File: config.mk
export PLATFORM = sky130hd
export DESIGN_NAME = gt_trig_sched_flat
export DESIGN_NICKNAME = d
export VERILOG_FILES = /design/src/rtl/gt_trig_sched_if.sv /design/src/rtl/gt_trig_sched.sv /design/src/flat_wrapper.sv
export SDC_FILE = /design/constraint.sdc
export NUM_CORES = 1
export LEC_CHECK = 0
export CAP_MARGIN = 10
export CORE_MARGIN = 2
export CORE_UTILIZATION = 55
export CTS_BUF_LIST = sky130_fd_sc_hd__clkbuf_16
export DETAILED_ROUTE_END_ITERATION = 8
export GPL_ROUTABILITY_DRIVEN = 0
export PLACE_DENSITY_LB_ADDON = 0.12
export SYNTH_ARGS = -nofsm -noshare
export SYNTH_HDL_FRONTEND = slang
export SYNTH_SLANG_ARGS = --single-unit
File: constraint.sdc
create_clock -name clk -period 8.1 [get_ports clk]
set_input_delay 1.215 -clock clk [delete_from_list [all_inputs] [get_ports clk]]
set_output_delay 1.215 -clock clk [all_outputs]
set_load 0.1 [all_outputs]
File: src/rtl/gt_trig_sched_if.sv
// Trigger scheduler bus: trigger inputs, latch handshake, and timestamp FIFO read port.
// The slave modport is the scheduler side; the master modport is the driving side.
interface gt_trig_sched_if;
    logic        enable;
    logic [7:0]  deadtime;
    logic        trig_self;
    logic        trig_mast;
    logic [24:0] gtin;
    logic        latch_req;
    logic        busy;
    logic [26:0] ts_data;
    logic        ts_valid;
    logic        ts_rd;
    logic [4:0]  fifo_cnt;
    logic        overflow;
    logic [15:0] lost_cnt;

    modport master (
        output enable, deadtime, trig_self, trig_mast, gtin, ts_rd,
        input  latch_req, busy, ts_data, ts_valid, fifo_cnt, overflow, lost_cnt
    );

    modport slave (
        input  enable, deadtime, trig_self, trig_mast, gtin, ts_rd,
        output latch_req, busy, ts_data, ts_valid, fifo_cnt, overflow, lost_cnt
    );
endinterface

File: src/rtl/gt_trig_sched.sv
// Trigger scheduler: accepts self/master triggers, strobes the global-time latch, queues
// {src, gt} timestamps in a FWFT FIFO. Define GTSCHED_LOSTCNT_EN to count rejected triggers.
module gt_trig_sched #(
    parameter int unsigned LATCH_WAIT = 2,
    parameter int unsigned FIFO_DEPTH = 4
) (
    input logic            clk,
    input logic            reset,
    gt_trig_sched_if.slave bus
);
    localparam int unsigned PtrW     = $clog2(FIFO_DEPTH);
    localparam logic [2:0]  WaitInit = 3'(LATCH_WAIT - 1);
    localparam logic [4:0]  DepthCnt = 5'(FIFO_DEPTH);

    typedef enum logic [1:0] {StIdle, StWait, StStore, StDead} state_e;

    state_e          state_q;
    logic [2:0]      wait_cnt_q;
    logic [7:0]      dead_cnt_q;
    logic [1:0]      src_q;
    logic            latch_req_q;
    logic            busy_q;
    logic            overflow_q;
    logic [26:0]     mem [FIFO_DEPTH];
    logic [PtrW-1:0] wr_ptr_q;
    logic [PtrW-1:0] rd_ptr_q;
    logic [4:0]      cnt_q;

    logic trig_any;
    logic accept;
    logic empty;
    logic full;
    logic pop;
    logic push;

    assign trig_any = bus.trig_self | bus.trig_mast;
    assign accept   = (state_q == StIdle) && bus.enable && trig_any;
    assign empty    = (cnt_q == 5'd0);
    assign full     = (cnt_q == DepthCnt);
    assign pop      = bus.ts_rd && !empty;
    // A full FIFO still accepts the store when the head is being popped on the same edge.
    assign push     = (state_q == StStore) && (!full || pop);

    always_ff @(posedge clk) begin
        if (reset) begin
            state_q     <= StIdle;
            wait_cnt_q  <= 3'd0;
            dead_cnt_q  <= 8'd0;
            src_q       <= 2'b00;
            latch_req_q <= 1'b0;
            busy_q      <= 1'b0;
        end else begin
            latch_req_q <= 1'b0;
            case (state_q)
                StIdle: begin
                    if (accept) begin
                        latch_req_q <= 1'b1;
                        busy_q      <= 1'b1;
                        src_q       <= {bus.trig_mast, bus.trig_self};
                        wait_cnt_q  <= WaitInit;
                        state_q     <= StWait;
                    end
                end
                StWait: begin
                    if (wait_cnt_q == 3'd0) begin
                        state_q <= StStore;
                    end else begin
                        wait_cnt_q <= wait_cnt_q - 3'd1;
                    end
                end
                StStore: begin
                    if (bus.deadtime == 8'd0) begin
                        state_q <= StIdle;
                        busy_q  <= 1'b0;
                    end else begin
                        dead_cnt_q <= bus.deadtime - 8'd1;
                        state_q    <= StDead;
                    end
                end
                StDead: begin
                    if (dead_cnt_q == 8'd0) begin
                        state_q <= StIdle;
                        busy_q  <= 1'b0;
                    end else begin
                        dead_cnt_q <= dead_cnt_q - 8'd1;
                    end
                end
                default: begin
                    state_q <= StIdle;
                    busy_q  <= 1'b0;
                end
            endcase
        end
    end

    always_ff @(posedge clk) begin
        if (push) begin
            mem[wr_ptr_q] <= {src_q, bus.gtin};
        end
    end

    always_ff @(posedge clk) begin
        if (reset) begin
            wr_ptr_q   <= '0;
            rd_ptr_q   <= '0;
            cnt_q      <= 5'd0;
            overflow_q <= 1'b0;
        end else begin
            if (push) begin
                wr_ptr_q <= wr_ptr_q + PtrW'(1);
            end
            if (pop) begin
                rd_ptr_q <= rd_ptr_q + PtrW'(1);
            end
            case ({push, pop})
                2'b10:   cnt_q <= cnt_q + 5'd1;
                2'b01:   cnt_q <= cnt_q - 5'd1;
                default: cnt_q <= cnt_q;
            endcase
            if ((state_q == StStore) && !push) begin
                overflow_q <= 1'b1;
            end
        end
    end

`ifdef GTSCHED_LOSTCNT_EN
    logic [15:0] lost_q;

    always_ff @(posedge clk) begin
        if (reset) begin
            lost_q <= 16'd0;
        end else if (trig_any && !accept && (lost_q != 16'hFFFF)) begin
            lost_q <= lost_q + 16'd1;
        end
    end

    assign bus.lost_cnt = lost_q;
`else
    assign bus.lost_cnt = 16'd0;
`endif

    assign bus.latch_req = latch_req_q;
    assign bus.busy      = busy_q;
    assign bus.ts_valid  = !empty;
    assign bus.ts_data   = empty ? 27'd0 : mem[rd_ptr_q];
    assign bus.fifo_cnt  = cnt_q;
    assign bus.overflow  = overflow_q;
endmodule

File: src/flat_wrapper.sv
// flat-port wrapper written by rule: the top's interface ports become plain ports
module gt_trig_sched_flat 
#(
    parameter int unsigned LATCH_WAIT = 2,
    parameter int unsigned FIFO_DEPTH = 4
)
  (clk, reset, bus_enable, bus_deadtime, bus_trig_self, bus_trig_mast, bus_gtin, bus_ts_rd, bus_latch_req, bus_busy, bus_ts_data, bus_ts_valid, bus_fifo_cnt, bus_overflow, bus_lost_cnt);
  gt_trig_sched_if bus_i ();
  input logic clk;
  input logic reset;
  input wire logic [$bits(bus_i.enable)-1:0] bus_enable;
  input wire logic [$bits(bus_i.deadtime)-1:0] bus_deadtime;
  input wire logic [$bits(bus_i.trig_self)-1:0] bus_trig_self;
  input wire logic [$bits(bus_i.trig_mast)-1:0] bus_trig_mast;
  input wire logic [$bits(bus_i.gtin)-1:0] bus_gtin;
  input wire logic [$bits(bus_i.ts_rd)-1:0] bus_ts_rd;
  output wire logic [$bits(bus_i.latch_req)-1:0] bus_latch_req;
  output wire logic [$bits(bus_i.busy)-1:0] bus_busy;
  output wire logic [$bits(bus_i.ts_data)-1:0] bus_ts_data;
  output wire logic [$bits(bus_i.ts_valid)-1:0] bus_ts_valid;
  output wire logic [$bits(bus_i.fifo_cnt)-1:0] bus_fifo_cnt;
  output wire logic [$bits(bus_i.overflow)-1:0] bus_overflow;
  output wire logic [$bits(bus_i.lost_cnt)-1:0] bus_lost_cnt;
  assign bus_i.enable = bus_enable;
  assign bus_i.deadtime = bus_deadtime;
  assign bus_i.trig_self = bus_trig_self;
  assign bus_i.trig_mast = bus_trig_mast;
  assign bus_i.gtin = bus_gtin;
  assign bus_i.ts_rd = bus_ts_rd;
  assign bus_latch_req = bus_i.latch_req;
  assign bus_busy = bus_i.busy;
  assign bus_ts_data = bus_i.ts_data;
  assign bus_ts_valid = bus_i.ts_valid;
  assign bus_fifo_cnt = bus_i.fifo_cnt;
  assign bus_overflow = bus_i.overflow;
  assign bus_lost_cnt = bus_i.lost_cnt;
  gt_trig_sched #(.LATCH_WAIT(LATCH_WAIT), .FIFO_DEPTH(FIFO_DEPTH)) u_core (.clk(clk), .reset(reset), .bus(bus_i));
endmodule
# == After elaboration in Yosys (flattened, before gate mapping) ==
# Memory sizes are Yosys's and may differ from the RTL's. A register that Yosys moved wholly into a read port is not among the register bits.
# Cells that the tools add are included.
# word_totals
reg_bits,27
ram_bits,108
memories,1
# memory_table
name,depth,width,read_ports,rd_clocked_by_memory_dff,wr,line,source
u_core.mem,4,27,1,1,1,gt_trig_sched.sv:24,logic [26:0] mem [FIFO_DEPTH];
# op_classes
add_sub_neg,7
eq_ne,13
muxes,22
n_bitwise,2
reduce_logical,24
# ops
operator,n
two-way mux 27 bit,1
zero test 8 bit,2
two-way mux 8 bit,2
case mux 8 bit (2 select lines),1
"subtractor 8 x 1 -> 8 bit, second input constant",2
two-way mux 2 bit,6
case mux 5 bit (2 select lines),1
AND reduction 3 bit,3
"!= test 2 x 1 -> 1 bit, second input constant",4
case mux 2 bit (4 select lines),1
"equality test 2 bit, second input constant",3
two-way mux 1 bit,6
two-way mux 3 bit,2
"!= test 2 bit, second input constant",3
case mux 3 bit (2 select lines),1
nonzero test 2 bit,3
"adder 5 x 1 -> 5 bit, second input constant",1
"equality test 5 x 3 -> 1 bit, second input constant",1
logical AND 1 bit,5
zero test 5 bit,1
"subtractor 5 x 1 -> 5 bit, second input constant",1
"adder 2 x 1 -> 2 bit, second input constant",2
"equality test 2 x 1 -> 1 bit, second input constant",2
AND reduction 4 bit,1
11 further kinds,13

# == Logic depth before layout (Yosys ltp) ==
# depth
ltp_word,7
depth_mapped,9
mapped_depth_nobuf,9

# == Worst setup path after synthesis ==
# Ideal clock, no wire load.
# synth_timing
path_kind,register to output
from,"register u_core.cnt_q[0], in the netlist u_core.bus.fifo_cnt[0]"
to,output bus_ts_data[17]
t_arrival_ps,3296
slack_ps,3589
stages_incl_launch_ff,5
n_path_buf,1
cell_sequence,dfxtp_1 -> or4_4 -> nand2b_1 -> clkbuf_1 -> and2_1
# synth_between
elab_chain_cells,2
# synth_rtl
element,line,source
start: declaration,gt_trig_sched.sv:27,logic [4:0] cnt_q;
start signal: assignment,gt_trig_sched.sv:116,2'b10: cnt_q <= cnt_q + 5'd1;
start signal: assignment,gt_trig_sched.sv:117,2'b01: cnt_q <= cnt_q - 5'd1;
start signal: assignment,gt_trig_sched.sv:118,default: cnt_q <= cnt_q;
zero test 5 bit,gt_trig_sched.sv:38,assign empty = (cnt_q == 5'd0);
two-way mux 27 bit,gt_trig_sched.sv:145,assign bus.ts_data = empty ? 27'd0 : mem[rd_ptr_q];
end: declaration,flat_wrapper.sv:19,output wire logic [$bits(bus_i.ts_data)-1:0] bus_ts_data;
# No other way between the ends.

# == Worst setup path in the final report ==
# layout_timing
from,"register u_core.cnt_q[0], in the netlist u_core.bus.fifo_cnt[0]"
to,output bus_ts_data[6]
# Same word-level chain as after synthesis.

==> impl_metrics.yaml <==
clock_tree:
  cts_made_buffers: 17
  cts.sinks: 137
  cts.path.max_buffers: 2
  cts_resized: 0
  post_cts_buffers: 0
  cts_root_buf: "clkbuf_16"
  h-tree-depth: 4
  cts_tree: "done"
  path_clk_slew_ns: 0.06
  clk_latency_ns: 0.40
  postCtsHoldBufs: 0
setup_path:
  rrSetupSlack_ns: 5.17
  critPathLaunch: "u_core.bus.fifo_cnt[0]"
  required_ns: 6.88
  arrival_ns: 3.35
  r2r_cells: 9
  r2r_end: "u_core.bus.fifo_cnt[4]"
  criticalPathCategory: "reg2out"
  r2r_start: "u_core.bus.fifo_cnt[0]"
  cp-endpoint: "bus_ts_data[6]"
  end_kind: "output pin"
  crit_path_max_fanout: 29
  start_kind: "flip-flop"
synth:
  synth_xor_area_share_pct: 1.037
  yosysUniqueCellTypes: 49
  async_reset_ff_share_pct: 0
  ys_warn_count: 0
  ys.flop_type: "edfxtp_1"
  synth_edf_count: 108
  syn_area_um2: 5914
  yosysTopAreaCellShare_pct: 54.83
  synth_area_leaders: "edfxtp_1 (55%), mux4_2 (10%), dfxtp_1 (9.8%)"
  ys_ff_latch: 137
  syn-instance-count: 399
  synth_top_family_by_area: "multiplexers"
  synthAdderAreaFrac_pct: 2.454
  synth.avg_cell_area_um2: 14.82
  synth_compound_area_share_pct: 6.579
  synth-simple-area-share_pct: 8.779
  synth.area.mux_share_pct: 12.23
  synth_top_area_cell: "edfxtp_1"
  ys_seq_area_share_pct: 64.65
detailed_routing:
  firstDrtPassIters: 4
  vias: 3463
  wl_per_cell_um: 17.09
  drtIter0Drc: 205
  route.detailed.drc: 0
  post_drt_via_cell_ratio: 5.532
  ant_nets: 0
  wirelength_mm: 10.70
floorplan:
  rows: 37
  die_width_um: 107.7
  start_util_pct: 57.03
  design.core.area_um2: 10370
  dieHeight_um: 107.7
  dieArea_um2: 11600
  ios: 91
sta:
  fmax_mhz: 219.3
  period_needed_ns: 4.560
  finalCritPeriodShare_pct: 56.30
  rsz0062_at_grt: "false"
  slew_headroom_pct: 27.47
  fin_tns_setup_ns: 0
  tightest_slew_ns: 1.085
  setup_viol: 0
  slew_viol_final: 0
  finalHoldViolations: 0
  finalClockSkew_ns: 0.005537
finish:
  final_core_util_pct: 70.56
  finalNonFillerCells: 626
  finalNetCount: 527
  drive_gt1_share_pct: 14.49
  diodes: 0
  area_growth_pct: 23.71
  layout_commonest_cell: "edfxtp_1"
  mostFrequentLayoutCells: "edfxtp_1 (108), clkdlybuf4s50_1 (74), and2_1 (32), nor2_1 (29), dfxtp_1 (28)"
global_route:
  grt_pass1_wl_mm: 17.02
  first_global_vias: 3367
  grt_max_degree: 30
  grtUsageTotal_pct: 19.55
  antenna_found_initial: 0
  globalRoute.totalOverflow: 0
placement:
  place_inst: 594
  place_hpwl_mm: 6.611
  port_buffers: 74
min_path:
  min_path_type: "reg2reg"
run_status:
  status: "finished clean"
job:
  cap_violations: 0
[Yosys cell counts (all sizes together), types with 4 or more instances]
cell    count
mux2i       8
a21oi      21
and2       32
nor2       29
mux4       27
xor2        4
nand2      10
edfxtp    108
a21o        6
nor4        4
nand3       7
ha         10
a211oi      9
buf        22
nor3        7
clkbuf     13
dfxtp      29
inv        12
nand2b      4
o21ai       8
[worst min path at each step]
stage	slack (ns)	depth (start not counted)	endpoint	start
finish	0.48	1	u_core.wait_cnt_q[0]	u_core.wait_cnt_q[0]
global route	0.51	1	u_core.wait_cnt_q[0]	u_core.wait_cnt_q[0]
CTS	0.48	1	u_core.wait_cnt_q[0]	u_core.wait_cnt_q[0]
detailed placement	0.46	2	u_core.bus.overflow	u_core.bus.overflow
global placement	0.46	1	u_core.wait_cnt_q[0]	u_core.wait_cnt_q[0]
floorplan	0.44	1	u_core.wait_cnt_q[0]	u_core.wait_cnt_q[0]
[worst max-delay path, cell delays in order (launching register included)]
cell             delay (ns)
dfxtp_1                0.37
or4_4                  0.58
nand2b_1               0.63
and2_1                 0.37
clkdlybuf4s50_1        0.98
[metrics by stage]
step	instance area, um2	setup WS (ns)	hold WS [ns]
floorplan	5971	3.589	0.4430
global placement	6716	4.036	0.4571
detailed placement	6716	3.934	0.4629
CTS	7317	3.478	0.4804
global route	7317	3.366	0.5075
finish	7317	3.540	0.4814
[layout make-up]
cell class / instances / area [um2]
clock buffer: 17 / 425.4
fill: 714 / 3053
timing repair buffer: 79 / 778.2
clock inverter: 15 / 175.2
multi-input combinational: 230 / 1898
tap: 136 / 170.2
inverter: 12 / 45.04
sequential: 137 / 3825
[cells by family after synthesis]
kind of cell,count (synthesis)
flip-flops,137
AND/OR/NAND/NOR,100
AO/OA/AOI/OAI,59
buffers and inverters,47
multiplexers,37
adder cells (fa/ha/maj),11
XOR/XNOR,7
other,1
[sequential cells by signal, indices dropped and copies added, names as in the netlist, named ones only]
name                  cells
u_core.wr_ptr_q           2
u_core.state_q            2
u_core.mem              108
u_core.rd_ptr_q           2
u_core.bus.busy           1
u_core.src_q              2
u_core.bus.fifo_cnt       5
u_core.wait_cnt_q         3
u_core.bus.latch_req      1
u_core.bus.overflow       1
u_core.dead_cnt_q         8
[per-layer routing]
metal | vias to the layer above | global-route usage, % | wire [um]
met5 | - | 0 | 0
met4 | 0 | 5.586 | 82
met3 | 6 | 4.419 | 412
met2 | 79 | 32.93 | 5488
met1 | 1741 | 25.65 | 4716
li1 | 1637 | - | -
Power is left out: the tool's default activity adds up to more than one toggle a clock period on the data nets, which glitch-free logic cannot reach.
